`config.mk`:
```
export PLATFORM = sky130hd
export DESIGN_NAME = mem_access_ctrl_flat
export DESIGN_NICKNAME = d
export VERILOG_FILES = /design/src/rtl/mem_pkg.sv /design/src/rtl/mem_access_ctrl_if.sv /design/src/rtl/mem_access_ctrl_load_extend.sv /design/src/rtl/mem_access_ctrl.sv /design/src/flat_wrapper.sv
export SDC_FILE = /design/constraint.sdc
export NUM_CORES = 1
export LEC_CHECK = 0
export CAP_MARGIN = 20
export CORE_MARGIN = 8
export CORE_UTILIZATION = 32
export CTS_BUF_LIST = sky130_fd_sc_hd__clkbuf_8 sky130_fd_sc_hd__clkbuf_16
export DETAILED_ROUTE_END_ITERATION = 16
export GPL_ROUTABILITY_DRIVEN = 0
export PLACE_DENSITY = 0.64
export REMOVE_ABC_BUFFERS = 1
export SETUP_SLACK_MARGIN = 0.1
export SLEW_MARGIN = 10
export SYNTH_ARGS = -nofsm -noshare
export SYNTH_HDL_FRONTEND = slang
export SYNTH_SLANG_ARGS = --single-unit
```
`constraint.sdc`:
```
create_clock -name clk -period 3 [get_ports clk]
set_input_delay 0.45 -clock clk [delete_from_list [all_inputs] [get_ports clk]]
set_output_delay 0.45 -clock clk [all_outputs]
set_load 0.05 [all_outputs]
```
`src/rtl/mem_pkg.sv`:
```
`default_nettype none
// ============================================================================
// Module   : mem_pkg
// Purpose  : Shared opcodes, memory-strobe encodings and FSM states for the
//            load/store sequencer.
// Revision : 1.0  initial release
// ============================================================================
package mem_pkg;

  localparam logic [2:0] OP_LW  = 3'b000;
  localparam logic [2:0] OP_LB  = 3'b001;
  localparam logic [2:0] OP_LBU = 3'b010;
  localparam logic [2:0] OP_LH  = 3'b011;
  localparam logic [2:0] OP_LHU = 3'b100;
  localparam logic [2:0] OP_SW  = 3'b101;
  localparam logic [2:0] OP_SB  = 3'b110;
  localparam logic [2:0] OP_ILL = 3'b111;

  localparam logic [1:0] MW_NONE = 2'd0;
  localparam logic [1:0] MW_WORD = 2'd1;
  localparam logic [1:0] MW_BYTE = 2'd3;

  localparam int ADDR_W = 12;

  typedef enum logic [1:0] {
    IDLE   = 2'd0,
    ACCESS = 2'd1,
    DONE   = 2'd2
  } state_t;

  function automatic logic is_load(input logic [2:0] op);
    return (op <= OP_LHU);
  endfunction

endpackage
`default_nettype wire

```
`src/rtl/mem_access_ctrl_if.sv`:
```
`default_nettype none
// ============================================================================
// Module   : mem_access_ctrl_if
// Purpose  : CPU request/response handshake plus data-memory strobes and bus.
// Revision : 1.0  initial release
// ============================================================================
interface mem_access_ctrl_if #(
  parameter int ADDR_W = mem_pkg::ADDR_W
);

  logic              req_valid;
  logic              req_ready;
  logic [2:0]        req_op;
  logic [31:0]       req_addr;
  logic [31:0]       req_wdata;
  logic              resp_valid;
  logic [31:0]       resp_rdata;
  logic              resp_err;
  logic              Memread;
  logic [1:0]        Memwrite;
  logic [ADDR_W-1:0] Addrin;
  logic [31:0]       bus_dout;
  logic              bus_drive;
  logic [31:0]       bus_din;

  // Environment side: CPU datapath plus the memory/bus fabric.
  modport master (
    output req_valid, req_op, req_addr, req_wdata, bus_din,
    input  req_ready, resp_valid, resp_rdata, resp_err,
    input  Memread, Memwrite, Addrin, bus_dout, bus_drive
  );

  // Controller side.
  modport slave (
    input  req_valid, req_op, req_addr, req_wdata, bus_din,
    output req_ready, resp_valid, resp_rdata, resp_err,
    output Memread, Memwrite, Addrin, bus_dout, bus_drive
  );

endinterface
`default_nettype wire

```
`src/rtl/mem_access_ctrl_load_extend.sv`:
```
`default_nettype none
// ============================================================================
// Module   : load_extend
// Purpose  : Sign/zero extension of byte-aligned load data by opcode.
// Revision : 1.0  initial release
// ============================================================================
module load_extend
  import mem_pkg::*;
(
  input  wire logic [2:0]  op,
  input  wire logic [31:0] raw,
  output logic      [31:0] extended
);

  always_comb begin
    extended = '0;
    case (op)
      OP_LW:   extended = raw;
      OP_LB:   extended = {{24{raw[7]}}, raw[7:0]};
      OP_LBU:  extended = {24'b0, raw[7:0]};
      OP_LH:   extended = {{16{raw[15]}}, raw[15:0]};
      OP_LHU:  extended = {16'b0, raw[15:0]};
      default: extended = '0;
    endcase
  end

endmodule
`default_nettype wire

```
`src/rtl/mem_access_ctrl.sv`:
```
`default_nettype none
// ============================================================================
// Module   : mem_access_ctrl
// Purpose  : Single-outstanding load/store sequencer driving a phase-aligned
//            fixed-length access window into the byte-addressed data memory.
// Revision : 1.0  initial release
// ============================================================================
module mem_access_ctrl #(
  parameter int ACC_CYCLES = 4,
  parameter int ADDR_W     = mem_pkg::ADDR_W
) (
  input  wire logic       clk,
  input  wire logic       rst,
  mem_access_ctrl_if.slave mif
);

  import mem_pkg::*;

  localparam int              CNT_W      = (ACC_CYCLES > 2) ? $clog2(ACC_CYCLES) : 1;
  localparam logic [CNT_W-1:0] C_CNT_LAST = CNT_W'(ACC_CYCLES - 1);

  state_t            r_state;
  logic              r_phase;
  logic [CNT_W-1:0]  r_cnt;
  logic [2:0]        r_op;
  logic              r_memread;
  logic [1:0]        r_memwrite;
  logic [ADDR_W-1:0] r_addrin;
  logic [31:0]       r_bus_dout;
  logic              r_bus_drive;
  logic              r_resp_valid;
  logic              r_resp_err;
  logic [31:0]       r_resp_rdata;

  logic              w_req_ready;
  logic              w_req_bad;
  logic [31:0]       w_ext;

  // Acceptance only on phase 1 so the window always begins on the memory's phase 0.
  assign w_req_ready = (r_state == IDLE) && r_phase;
  assign w_req_bad   = (mif.req_op == OP_ILL) || (|mif.req_addr[31:ADDR_W]);

  load_extend u_load_extend (
    .op       (r_op),
    .raw      (mif.bus_din),
    .extended (w_ext)
  );

  always_ff @(posedge clk) begin
    if (rst) begin
      r_state      <= IDLE;
      r_phase      <= 1'b0;
      r_cnt        <= '0;
      r_op         <= '0;
      r_memread    <= 1'b0;
      r_memwrite   <= MW_NONE;
      r_addrin     <= '0;
      r_bus_dout   <= '0;
      r_bus_drive  <= 1'b0;
      r_resp_valid <= 1'b0;
      r_resp_err   <= 1'b0;
      r_resp_rdata <= '0;
    end else begin
      r_phase <= ~r_phase;
      case (r_state)
        IDLE: begin
          if (mif.req_valid && w_req_ready) begin
            r_op <= mif.req_op;
            if (w_req_bad) begin
              r_state      <= DONE;
              r_resp_valid <= 1'b1;
              r_resp_err   <= 1'b1;
              r_resp_rdata <= '0;
            end else begin
              // Address and store data are captured directly into the held bus outputs.
              r_state  <= ACCESS;
              r_cnt    <= '0;
              r_addrin <= mif.req_addr[ADDR_W-1:0];
              if (is_load(mif.req_op)) begin
                r_memread <= 1'b1;
              end else if (mif.req_op == OP_SW) begin
                r_memwrite  <= MW_WORD;
                r_bus_drive <= 1'b1;
                r_bus_dout  <= mif.req_wdata;
              end else begin
                r_memwrite  <= MW_BYTE;
                r_bus_drive <= 1'b1;
                r_bus_dout  <= {24'b0, mif.req_wdata[7:0]};
              end
            end
          end
        end

        ACCESS: begin
          r_cnt <= r_cnt + 1'b1;
          if (r_cnt == C_CNT_LAST) begin
            r_state      <= DONE;
            r_memread    <= 1'b0;
            r_memwrite   <= MW_NONE;
            r_bus_drive  <= 1'b0;
            r_bus_dout   <= '0;
            r_addrin     <= '0;
            r_resp_valid <= 1'b1;
            r_resp_err   <= 1'b0;
            r_resp_rdata <= is_load(r_op) ? w_ext : 32'h0;
          end
        end

        DONE: begin
          r_state      <= IDLE;
          r_resp_valid <= 1'b0;
          r_resp_err   <= 1'b0;
          r_resp_rdata <= '0;
        end

        default: r_state <= IDLE;
      endcase
    end
  end

  assign mif.req_ready  = w_req_ready;
  assign mif.resp_valid = r_resp_valid;
  assign mif.resp_rdata = r_resp_rdata;
  assign mif.resp_err   = r_resp_err;
  assign mif.Memread    = r_memread;
  assign mif.Memwrite   = r_memwrite;
  assign mif.Addrin     = r_addrin;
  assign mif.bus_dout   = r_bus_dout;
  assign mif.bus_drive  = r_bus_drive;

endmodule
`default_nettype wire

```
`src/flat_wrapper.sv`:
```
// flat-port wrapper written by rule: the top's interface ports become plain ports
module mem_access_ctrl_flat import mem_pkg::*;
#(
  parameter int ACC_CYCLES = 4,
  parameter int ADDR_W     = mem_pkg::ADDR_W
)
  (clk, rst, mif_req_valid, mif_req_op, mif_req_addr, mif_req_wdata, mif_bus_din, mif_req_ready, mif_resp_valid, mif_resp_rdata, mif_resp_err, mif_Memread, mif_Memwrite, mif_Addrin, mif_bus_dout, mif_bus_drive);
  mem_access_ctrl_if #(.ADDR_W(ADDR_W)) mif_i ();
  input  wire logic clk;
  input  wire logic rst;
  input wire logic [$bits(mif_i.req_valid)-1:0] mif_req_valid;
  input wire logic [$bits(mif_i.req_op)-1:0] mif_req_op;
  input wire logic [$bits(mif_i.req_addr)-1:0] mif_req_addr;
  input wire logic [$bits(mif_i.req_wdata)-1:0] mif_req_wdata;
  input wire logic [$bits(mif_i.bus_din)-1:0] mif_bus_din;
  output wire logic [$bits(mif_i.req_ready)-1:0] mif_req_ready;
  output wire logic [$bits(mif_i.resp_valid)-1:0] mif_resp_valid;
  output wire logic [$bits(mif_i.resp_rdata)-1:0] mif_resp_rdata;
  output wire logic [$bits(mif_i.resp_err)-1:0] mif_resp_err;
  output wire logic [$bits(mif_i.Memread)-1:0] mif_Memread;
  output wire logic [$bits(mif_i.Memwrite)-1:0] mif_Memwrite;
  output wire logic [$bits(mif_i.Addrin)-1:0] mif_Addrin;
  output wire logic [$bits(mif_i.bus_dout)-1:0] mif_bus_dout;
  output wire logic [$bits(mif_i.bus_drive)-1:0] mif_bus_drive;
  assign mif_i.req_valid = mif_req_valid;
  assign mif_i.req_op = mif_req_op;
  assign mif_i.req_addr = mif_req_addr;
  assign mif_i.req_wdata = mif_req_wdata;
  assign mif_i.bus_din = mif_bus_din;
  assign mif_req_ready = mif_i.req_ready;
  assign mif_resp_valid = mif_i.resp_valid;
  assign mif_resp_rdata = mif_i.resp_rdata;
  assign mif_resp_err = mif_i.resp_err;
  assign mif_Memread = mif_i.Memread;
  assign mif_Memwrite = mif_i.Memwrite;
  assign mif_Addrin = mif_i.Addrin;
  assign mif_bus_dout = mif_i.bus_dout;
  assign mif_bus_drive = mif_i.bus_drive;
  mem_access_ctrl #(.ACC_CYCLES(ACC_CYCLES), .ADDR_W(ADDR_W)) u_core (.clk(clk), .rst(rst), .mif(mif_i));
endmodule
```
==> flow_summary.yaml <==
sta:
  setup_ws_ns: 0.447
  finalSetupTns_ns: 0
  tightest_slew_ns: 0.999
  slew_viol_final: 0
  rsz0062_at_grt: "false"
  timing.hold.ws_ns: 0.476
  fin_crit_ns: 2.55
  finalSetupViolCount: 0
  hold_viol: 0
  slew_headroom_pct: 33.2
  fin_skew_ns: 0.00633
  finalCritPeriodShare_pct: 85.1
  fmax_ghz: 0.392
grt:
  grt.total_usage_pct: 15.9
  grt_pass1_wl_mm: 19.0
  grt_max_degree: 67
  overflow: 0
  grt_pass1_vias: 3715
  antenna_found_initial: 0
die:
  die_height_um: 123
  io-pin-count: 185
  initial_core_util_pct: 32.3
  core-area_um2: 11300
  die-area_um2: 15100
  die_width_um: 123
  rows: 39
logic_synthesis:
  netlist.area_leader.share_pct: 48.9
  postSynthAreaPerCell_um2: 9.30
  synth_seq_area_share_pct: 48.9
  synth_ff_type: "dfxtp_1"
  synth_commonest_cells: "dfxtp_1 (89), a21oi_1 (40), a22o_1 (37), nand2_1 (36), a31o_2 (33)"
  ys_async_sr_fraction_pct: 0
  yosysTopAreaCell: "dfxtp_1"
  syn_area_um2: 3640
  synth_edf_count: 0
  synth_cell_types: 35
  ys_seq_elements: 89
  ys_top_cells_by_area: "dfxtp_1 (49%), a22o_1 (8.9%), a31o_2 (7.9%)"
  syn-instance-count: 392
  yosysMostFrequentCell: "dfxtp_1"
  synth_warnings: 0
detailed_routing:
  vias: 3608
  detail_route.iter0.violations: 159
  drc: 0
  routed_via_density: 5.08
  routed_wl_mm: 12.1
  wl_per_cell_um: 17.1
  ant_nets: 0
  drt_pass1_iterations: 4
power_and_ir_drop:
  p_comb_share_pct: 13.7
  p_sw_w: 0.000650
  power.internal_w: 0.00212
  p_sw_share_pct: 23.4
  power_frac_clock_pct: 43.1
  leakagePower_nw: 2.14
  power_density_nw_per_um2: 469
  vdd_drop_max_uv: 225
  power_w: 0.00277
  seqPwrFrac_pct: 43.2
cells_and_area:
  final_cells: 710
  diodes: 0
  drive_gt1_share_pct: 11.8
  n_fill_cell: 1030
  area_delta_synth_final_pct: 62.3
  fin_nets: 668
placed_design:
  dp_slack_ns: 0.233
  io_buffers: 184
  placed_cells: 694
  dp_hpwl_mm: 9.32
clock_network:
  cts_resized: 0
  insertion_delay_ns: 0.33
  htree_num_levels: 3
  root_buffer: "clkbuf_16"
  cts.sinks: 89
  path_clk_slew_ns: 0.06
  clockBufferDepth: 2
  postCtsHoldBufs: 0
  cts_made_buffers: 9
  cts_setup_buffers: 0
  cts_tree: "yes"
run:
  max_cap_violations: 0
worst_setup_path:
  end_kind: "output pin"
  critPathSlowestCell: "clkdlybuf4s50_1"
  worstSetupPathType: "register to output pin"
  startpoint_type: "register"
  cp.arrival_ns: 2.10
  cp.required_ns: 2.55
  max_stage_delay_ns: 0.81
  crit_fanout: 11
  worstPathCellList: "inv_1 > ha_1 > and2_1 > clkdlybuf4s50_1"
worst_hold_path:
  hold_path_class: "register to register"
outcome:
  outcome: "completed"
final timing paths:
check	slack [ns]	depth (start not counted)	from	to
max	0.45	4	u_core.r_state[0]	mif_req_ready
min	0.48	1	u_core.mif.Addrin[3]	u_core.mif.Addrin[3]
max reg2reg	0.62	7	u_core.r_state[0]	u_core.mif.bus_dout[12]
min reg2reg	0.48	1	u_core.mif.Addrin[3]	u_core.mif.Addrin[3]
cell usage in the layout, fill, tap and decap left out, types with 3 or more instances in the layout:
cell             count
and2_1               3
dfxtp_1             89
inv_1                8
nand2b_1             3
nor2b_1              3
buf_4               10
a31oi_1              9
ha_1                 4
nor4_1               3
clkbuf_16            9
a21oi_1             40
nor2_1              17
nand3_1             23
a22o_1              37
a21o_1               3
a31o_2              33
nor3_1              25
nand2_1             36
clkdlybuf4s50_1    184
cell type report:
class / instances / area (um^2) / area share [%]
timing repair buffer: 195 / 1940 / 32.7
tap: 143 / 179 / 3.02
sequential: 89 / 1780 / 30.1
inverter: 6 / 22.5 / 0.381
multi-input combinational: 261 / 1670 / 28.3
clock buffer: 10 / 239 / 4.04
clock inverter: 6 / 83.8 / 1.42
power groups by stage:
stage                     Sequential [W]  Combinational [W]  Clock, W
final                            0.00120           0.000381   0.00120
after global routing             0.00120           0.000413   0.00128
after CTS                        0.00120           0.000382   0.00124
after global placement           0.00122           0.000379         0
after floorplan                  0.00124           0.000148         0
after detailed placement         0.00122           0.000381         0
flip-flops by register name (all words and copies together), names as in the netlist:
register	cells
u_core.mif.bus_dout	32
u_core.mif.Addrin	12
u_core.r_phase	1
u_core.mif.Memread	1
u_core.mif.Memwrite	2
u_core.r_op	3
u_core.mif.resp_valid	1
u_core.r_state	2
u_core.r_cnt	2
u_core.mif.resp_rdata	32
u_core.mif.resp_err	1
critical path: cells and delay by family (launching register included):
family / cells / cell delay, ns
buffers and inverters: 2 / 0.91
adders and majority gates: 1 / 0.37
DFF: 1 / 0.31
and+or+nand+nor: 1 / 0.18
routing by layer:
metal / wire length (um) / GRT usage, % / vias to the layer above
li1: - / - / 1785
met1: 4920 / 17.8 / 1666
met2: 5500 / 25.0 / 145
met3: 1530 / 8.46 / 12
met4: 183 / 6.17 / 0
met5: 0 / 0 / -
cell families (layout without fill, tap and decap cells):
group,count (synthesis),in the layout,synth area share (%)
AO/OA/AOI/OAI,132,132,26.8
multiplexers,1,1,0.309
flip-flops,89,89,48.9
AND/OR/NAND/NOR,124,124,17.4
adder cells (fa/ha/maj),4,4,1.37
buffers and inverters,42,217,5.22
per-stage QoR:
stage | utilization (%) | area, um^2
after floorplan | - | 3480
after global placement | 49.6 | 5590
after detailed placement | 49.6 | 5590
after CTS | 52.5 | 5920
after global routing | 52.5 | 5920
final | 52.5 | 5920
Power figures use the tool's default switching activity.
